==> src/rtl/down_counter_sequencer.sv <==
// Load/run/pause/abort sequencer for a loadable down counter.
// Optional macro DOWN_COUNTER_AUTO_RELOAD_EN: periodic reload instead of DONE.
module down_counter_sequencer #(
    parameter int WIDTH = 3
) (
    input  logic             CLK,
    input  logic             not_RST,
    input  logic             start,
    input  logic [WIDTH-1:0] load_val,
    input  logic             pause,
    input  logic             abort,
    input  logic             ack,
    output logic [WIDTH-1:0] count,
    output logic             busy,
    output logic             done,
    output logic             tc
);

    typedef enum logic [1:0] {
        IDLE  = 2'd0,
        COUNT = 2'd1,
        DONE  = 2'd2
    } state_t;

    localparam logic [WIDTH-1:0] ZERO = '0;
    localparam logic [WIDTH-1:0] ONE  = WIDTH'(1);

    state_t state;

`ifdef DOWN_COUNTER_AUTO_RELOAD_EN
    logic [WIDTH-1:0] reload;
`endif

    always_ff @(posedge CLK) begin
        if (!not_RST) begin
            state <= IDLE;
            count <= ZERO;
            tc    <= 1'b0;
`ifdef DOWN_COUNTER_AUTO_RELOAD_EN
            reload <= ZERO;
`endif
        end else begin
            tc <= 1'b0;
            // abort wins over every state action, but IDLE ignores it
            if (abort && (state != IDLE)) begin
                state <= IDLE;
                count <= ZERO;
            end else begin
                unique case (state)
                    IDLE: begin
                        if (start) begin
`ifdef DOWN_COUNTER_AUTO_RELOAD_EN
                            reload <= load_val;
`endif
                            if (load_val == ZERO) begin
                                count <= ZERO;
                                tc    <= 1'b1;
                                state <= DONE;
                            end else begin
                                count <= load_val;
                                state <= COUNT;
                            end
                        end
                    end
                    COUNT: begin
                        if (!pause) begin
                            if (count > ONE) begin
                                count <= count - ONE;
                            end else begin
                                tc <= 1'b1;
`ifdef DOWN_COUNTER_AUTO_RELOAD_EN
                                count <= reload;
`else
                                count <= ZERO;
                                state <= DONE;
`endif
                            end
                        end
                    end
                    DONE: begin
                        count <= ZERO;
                        if (ack) begin
                            state <= IDLE;
                        end
                    end
                    default: begin
                        state <= IDLE;
                        count <= ZERO;
                    end
                endcase
            end
        end
    end

    assign busy = (state == COUNT);
    assign done = (state == DONE);

endmodule
==> config.mk <==
export PLATFORM = sky130hd
export DESIGN_NAME = down_counter_sequencer
export DESIGN_NICKNAME = d
export VERILOG_FILES = /design/src/rtl/down_counter_sequencer.sv
export SDC_FILE = /design/constraint.sdc
export NUM_CORES = 1
export LEC_CHECK = 0
export BUFFER_PORTS_ARGS = -buffer_cell sky130_fd_sc_hd__buf_2
export CORE_AREA = 2 2 40 42
export DETAILED_ROUTE_END_ITERATION = 10
export DIE_AREA = 0 0 42 44
export GPL_ROUTABILITY_DRIVEN = 0
export SYNTH_ARGS = -nofsm -noshare
export SYNTH_HDL_FRONTEND = slang
export SYNTH_SLANG_ARGS = --single-unit
export TNS_END_PERCENT = 10
==> constraint.sdc <==
create_clock -name CLK -period 1.6 [get_ports CLK]
set_clock_uncertainty 0.05 [all_clocks]
set_input_delay 0.08 -clock CLK [delete_from_list [all_inputs] [get_ports CLK]]
set_output_delay 0.08 -clock CLK [all_outputs]
set_load 0.02 [all_outputs]
==> reports/results.tsv, run 1 <==
metric	value	unit
status	finished clean	
power.leakage	0.234	nW
cp_top_family	compound AO/OA/AOI/OAI gates	
yosys.cell_types.count	28	
antenna_left	0	
holdBufCountCts	0	
cp.required	1720	ps
globalRouteMet3Util	0.0625	
yosysSeqAreaShare	0.284	
layout_min_cycle_time	1470	ps
detailroute.via_count	445	
delay_of_the_slowest_cell_on_the_worst_path	380	ps
floorplan.initialDensity	0.298	
number_of_antenna_repair_diodes	0	
worstReg2RegStart	count[1]$_SDFFE_PP0P_	
final_cell_mix	buf_2, inv_1, dfxtp_1	
ctsResizeCount	0	
timing_max_transition_violations_final	0	
design.portCount	15	
ys_warn_count	0	
synthesis.instances	51	
power_density	1020	nW/um^2
met1_usage	0.138	
portBuffers	14	
finalSetupTns	0	ps
routedWlPerCell	12.3	microns
grt_antenna_before_repair	0	
yosys.area.top_type	dfxtp_1	
ff2ff_path_depth	5	
drive_gt1_frac	0.368	
final_critical_path_setup_slack	135	ps
post-place-ws	114	ps
die_w	42	microns
nets	81	
groute.usage.overall	0.130	
setup-violations-final	0	
gr-usage-met2	0.222	
synth_area_per_cell	8.29	sq um
final_report_hold_violation_count	0	
remaining_drcs	0	
ctsRootBufferMaster	clkbuf_4	
timing.critical_path.fanout_max	4	
synth.top_cell.area_share	0.284	
synth.top_cells.by_area	dfxtp_1, ha_1, inv_1	
numCtsBuffers	3	
worstHoldPathType	in -> reg	
fp.dieH	44	microns
critical_path_buf_inv_count	1	
floorplan.die_area	1850	sq um
cts_htree_levels	1	
rows	14	
period_share	0.916	
worst-endpoint-arrival	1590	ps
grt_most_used_layer	met2	
critical_path_cell_count	5	
slew_headroom	0.814	
start_kind	flip-flop	
largest_net_degree_at_the_start_of_global_routing	10	
end_kind	flip-flop	
routed_wl	1030	microns
viasPerCell	5.30	
grt_pass1_wl	1750	microns
ys_ff_latch	6	
drt_pass1_iterations	4	
cap_viol_max_count	0	
power.ir.vdd_worst	360	uV
clk_path_buf_depth	2	
clock_latency	250	ps
startpoint	count[1]$_SDFFE_PP0P_	
post_cts_buffers	0	
clk_pin_slew	50	ps
worstSetupPathType	reg -> reg	
synth_nets	62	
overflow	0	
regToRegSetupSlack	130	ps
tritoncts_clock_tree	done	
mapped_area	423	sq um
timing.critical_path.slowest_stage_cell	dfxtp_1	
cp_cell_instances	inv_1 > ha_1 > nand2b_1 > a32o_1 > a211oi_1	
setup.worst_path.end	count[1]$_SDFFE_PP0P_	
grt_pass1_vias	417	
worst_slew_pin_tran	279	ps
reg2reg_end	count[1]$_SDFFE_PP0P_	
sum_of_net_half_perimeters_after_detailed_placement	817	microns
drt_iter0_drc	5	
commonest_non_fill_non_tap_cell_in_the_layout	buf_2	
clock_sinks	6	
core_area	1420	sq um
relative_area_change_from_synthesis_to_final_layout	26.9	%
setup_repair_after_global_routing_missed_its_margin	no	
max_clock_freq	0.683	GHz
## flip-flops by register name, indices dropped and copies added (netlist names)
register,flops
state,2
count,3
tc,1
## per-stage QoR
stage               instances  utilization  instance area, sq um  power, mW  hold slack, ps
finish                     84        0.378                   537      0.548            50.8
global route               84        0.378                   537      0.590            48.7
CTS                        84        0.377                   536      0.551            46.0
detailed placement         81        0.362                   513      0.399             309
global placement           81        0.362                   513      0.398             305
floorplan                  51            -                   423      0.337             154
## final cells by class
cell class	count	area, sq um
timing repair buffer	15	77.6
sequential	6	121
tap	16	20.0
fill	145	882
multi-input combinational	39	277
clock buffer	3	22.5
inverter	5	18.8
## where the power goes
| group | switching, mW | leakage (nW) | internal, mW | total, mW |
|---|---|---|---|---|
| combinational | 0.113 | 0.170 | 0.0901 | 0.203 |
| sequential | 0.0256 | 0.0497 | 0.171 | 0.196 |
| clock | 0.0632 | 0.0138 | 0.0854 | 0.149 |
| total | 0.202 | 0.234 | 0.346 | 0.548 |
## metal layers
| metal | share of wire | up-vias |
|---|---|---|
| li1 | - | 222 |
| met1 | 0.46 | 202 |
| met2 | 0.46 | 16 |
| met3 | 0.068 | 5 |
| met4 | 0.017 | 0 |
| met5 | 0 | - |
## worst min-delay path, cell delays in order
cell	delay, ps
buf_2	130
inv_1	60
a211oi_2	30
## synthesized netlist by cell type
library cell,count
nor2b_1,2
nor2_1,4
a211oi_1,2
a211oi_2,1
nand4b_1,1
a32o_1,1
o311ai_1,1
or3_4,1
nand2_1,2
ha_1,2
o21ai_0,3
o21a_1,1
or2b_2,1
o22a_2,1
nand4_1,1
nand3b_1,1
a311oi_1,1
o21ba_1,1
o32a_2,1
nand3_1,2
o211ai_1,1
dfxtp_1,6
nand2b_1,2
buf_4,1
nor3_1,3
inv_1,5
o21ai_1,1
and2b_1,2
## cell families after synthesis
logic type               share of synthesized area
adder cells (fa/ha/maj)                     0.0592
AND/OR/NAND/NOR                              0.308
buffers and inverters                       0.0621
flip-flops                                   0.284
AO/OA/AOI/OAI                                0.287
## how the worst min path moves through the flow
stage / endpoint / start / slack (ps) / cells after the start
6_report: state[1]$_SDFFE_PP0P_ / not_RST / 50 / 3
5_1_grt: state[1]$_SDFFE_PP0P_ / not_RST / 50 / 3
4_1_cts: state[1]$_SDFFE_PP0P_ / not_RST / 50 / 3
3_5_place_dp: state[1]$_SDFFE_PP0P_ / not_RST / 310 / 3
3_3_place_gp: state[1]$_SDFFE_PP0P_ / not_RST / 300 / 3
2_1_floorplan: state[1]$_SDFFE_PP0P_ / not_RST / 150 / 2
Note: power is estimated with default switching activity, not from simulation.
==> inputs of run 2 (changes only) <==
--- a/config.mk
+++ b/config.mk
@@ -10,6 +10,8 @@
 export DETAILED_ROUTE_END_ITERATION = 10
 export DIE_AREA = 0 0 42 44
 export GPL_ROUTABILITY_DRIVEN = 0
+export MAX_ROUTING_LAYER = met4
+export PLACE_DENSITY = 0.63
 export SYNTH_ARGS = -nofsm -noshare
 export SYNTH_HDL_FRONTEND = slang
 export SYNTH_SLANG_ARGS = --single-unit
==> reports/results.tsv, run 2 (synthesis gave the netlist of run 1 again) <==
metric	value	unit
commonest_non_fill_non_tap_cell_in_the_layout	buf_2	
ctsResizeCount	0	
antenna_left	0	
power_density	1010	nW/um^2
drt_pass1_iterations	4	
drive_gt1_frac	0.338	
timing.critical_path.slowest_stage_cell	dfxtp_1	
die_w	42	microns
floorplan.initialDensity	0.298	
clock_latency	240	ps
layout_min_cycle_time	1520	ps
ctsRootBufferMaster	clkbuf_4	
groute.usage.overall	0.129	
clk_path_buf_depth	2	
cp_cell_instances	inv_1 > ha_1 > nand2b_1 > a32o_1 > a211oi_1	
floorplan.die_area	1850	sq um
remaining_drcs	0	
routedWlPerCell	12.4	microns
cap_viol_max_count	0	
worst_slew_pin_tran	266	ps
grt_antenna_before_repair	0	
slew_headroom	0.820	
post-place-ws	107	ps
post-route-util	0.377	
grt_pass1_vias	407	
worst-endpoint-arrival	1620	ps
setup-violations-final	0	
timing_max_transition_violations_final	0	
final_report_hold_violation_count	0	
final_critical_path_setup_slack	81.7	ps
tritoncts_clock_tree	done	
drt_iter0_drc	7	
design.portCount	15	
finalSetupTns	0	ps
overflow	0	
cts_htree_levels	1	
viasPerCell	5.29	
numCtsBuffers	3	
worstHoldPathType	in -> reg	
detailroute.via_count	444	
delay_of_the_slowest_cell_on_the_worst_path	390	ps
critical_path_buf_inv_count	1	
largest_net_degree_at_the_start_of_global_routing	9	
rows	14	
largest_reg_flops	3	
relative_area_change_from_synthesis_to_final_layout	26.6	%
post-layout-total-power	0.539	mW
setup_repair_after_global_routing_missed_its_margin	no	
start_kind	flip-flop	
clk_pin_slew	50	ps
cp.required	1700	ps
clock_sinks	6	
cp_top_family	compound AO/OA/AOI/OAI gates	
nets	81	
power.ir.vdd_worst	483	uV
registers.top_by_ff_count	count	
final_cell_mix	buf_2, dfxtp_1, inv_1	
routed_wl	1040	microns
post_cts_buffers	0	
max_clock_freq	0.659	GHz
status	finished clean	
timing.critical_path.fanout_max	5	
core_area	1420	sq um
holdBufCountCts	0	
period_share	0.949	
power.leakage	0.237	nW
largestRegisters	count: 3 flops, state: 2 flops, tc: 1 flops	
sum_of_net_half_perimeters_after_detailed_placement	836	microns
number_of_antenna_repair_diodes	0	
grt_pass1_wl	1730	microns
portBuffers	14	
fp.dieH	44	microns
holdWs	59.0	ps
worstSetupPathType	reg -> reg	
end_kind	flip-flop	
==> run 2: cell counts in the layout (fill, tap and decap cells not counted) <==
No cell type changed its count.
==> run 2: power by group <==
part           internal [mW]  switching [mW]
Clock                 0.0849          0.0558
Sequential             0.170          0.0286
Combinational         0.0884           0.111
==> run 2: layout make-up <==
class,instances,area [sq um]
clock buffers,3,22.5
fillers,152,883
inverters,5,18.8
multi-input cells,39,277
flip-flops and latches,6,120
well taps,16,20.0
repair buffers,15,77.6
==> run 2: per-layer routing <==
| metal | wire [microns] | GRT usage |
|---|---|---|
| met1 | 490 | 0.155 |
| met5 | 0 | - |
| met3 | 80 | 0.0583 |
| met2 | 465 | 0.194 |
| met4 | 6 | 0.0387 |
==> run 2: metrics by stage <==
| step | instances | cell area (sq um) |
|---|---|---|
| final | 84 | 536 |
| after global routing | 84 | 536 |
| after CTS | 84 | 536 |
| after detailed placement | 81 | 513 |
| after global placement | 81 | 513 |
| after floorplan | 51 | 423 |
==> run 2: worst register-to-register path, cell delays in order, from the launching register on <==
cell and delay [ps]:
dfxtp_1 390, inv_1 80, ha_1 300, nand2b_1 150
a32o_1 260, a211oi_1 200
==> run 2: worst paths after layout <==
kind / endpoint / from / cells past startpoint / slack, ps
worst min register to register: count[2]$_SDFFE_PP0P_ / state[1]$_SDFFE_PP0P_ / 1 / 490
worst min-delay path: count[2]$_SDFFE_PP0P_ / load_val[2] / 3 / 60
worst max register to register: count[1]$_SDFFE_PP0P_ / count[0]$_SDFFE_PP0P_ / 5 / 80
worst max-delay path: count[1]$_SDFFE_PP0P_ / count[0]$_SDFFE_PP0P_ / 5 / 80
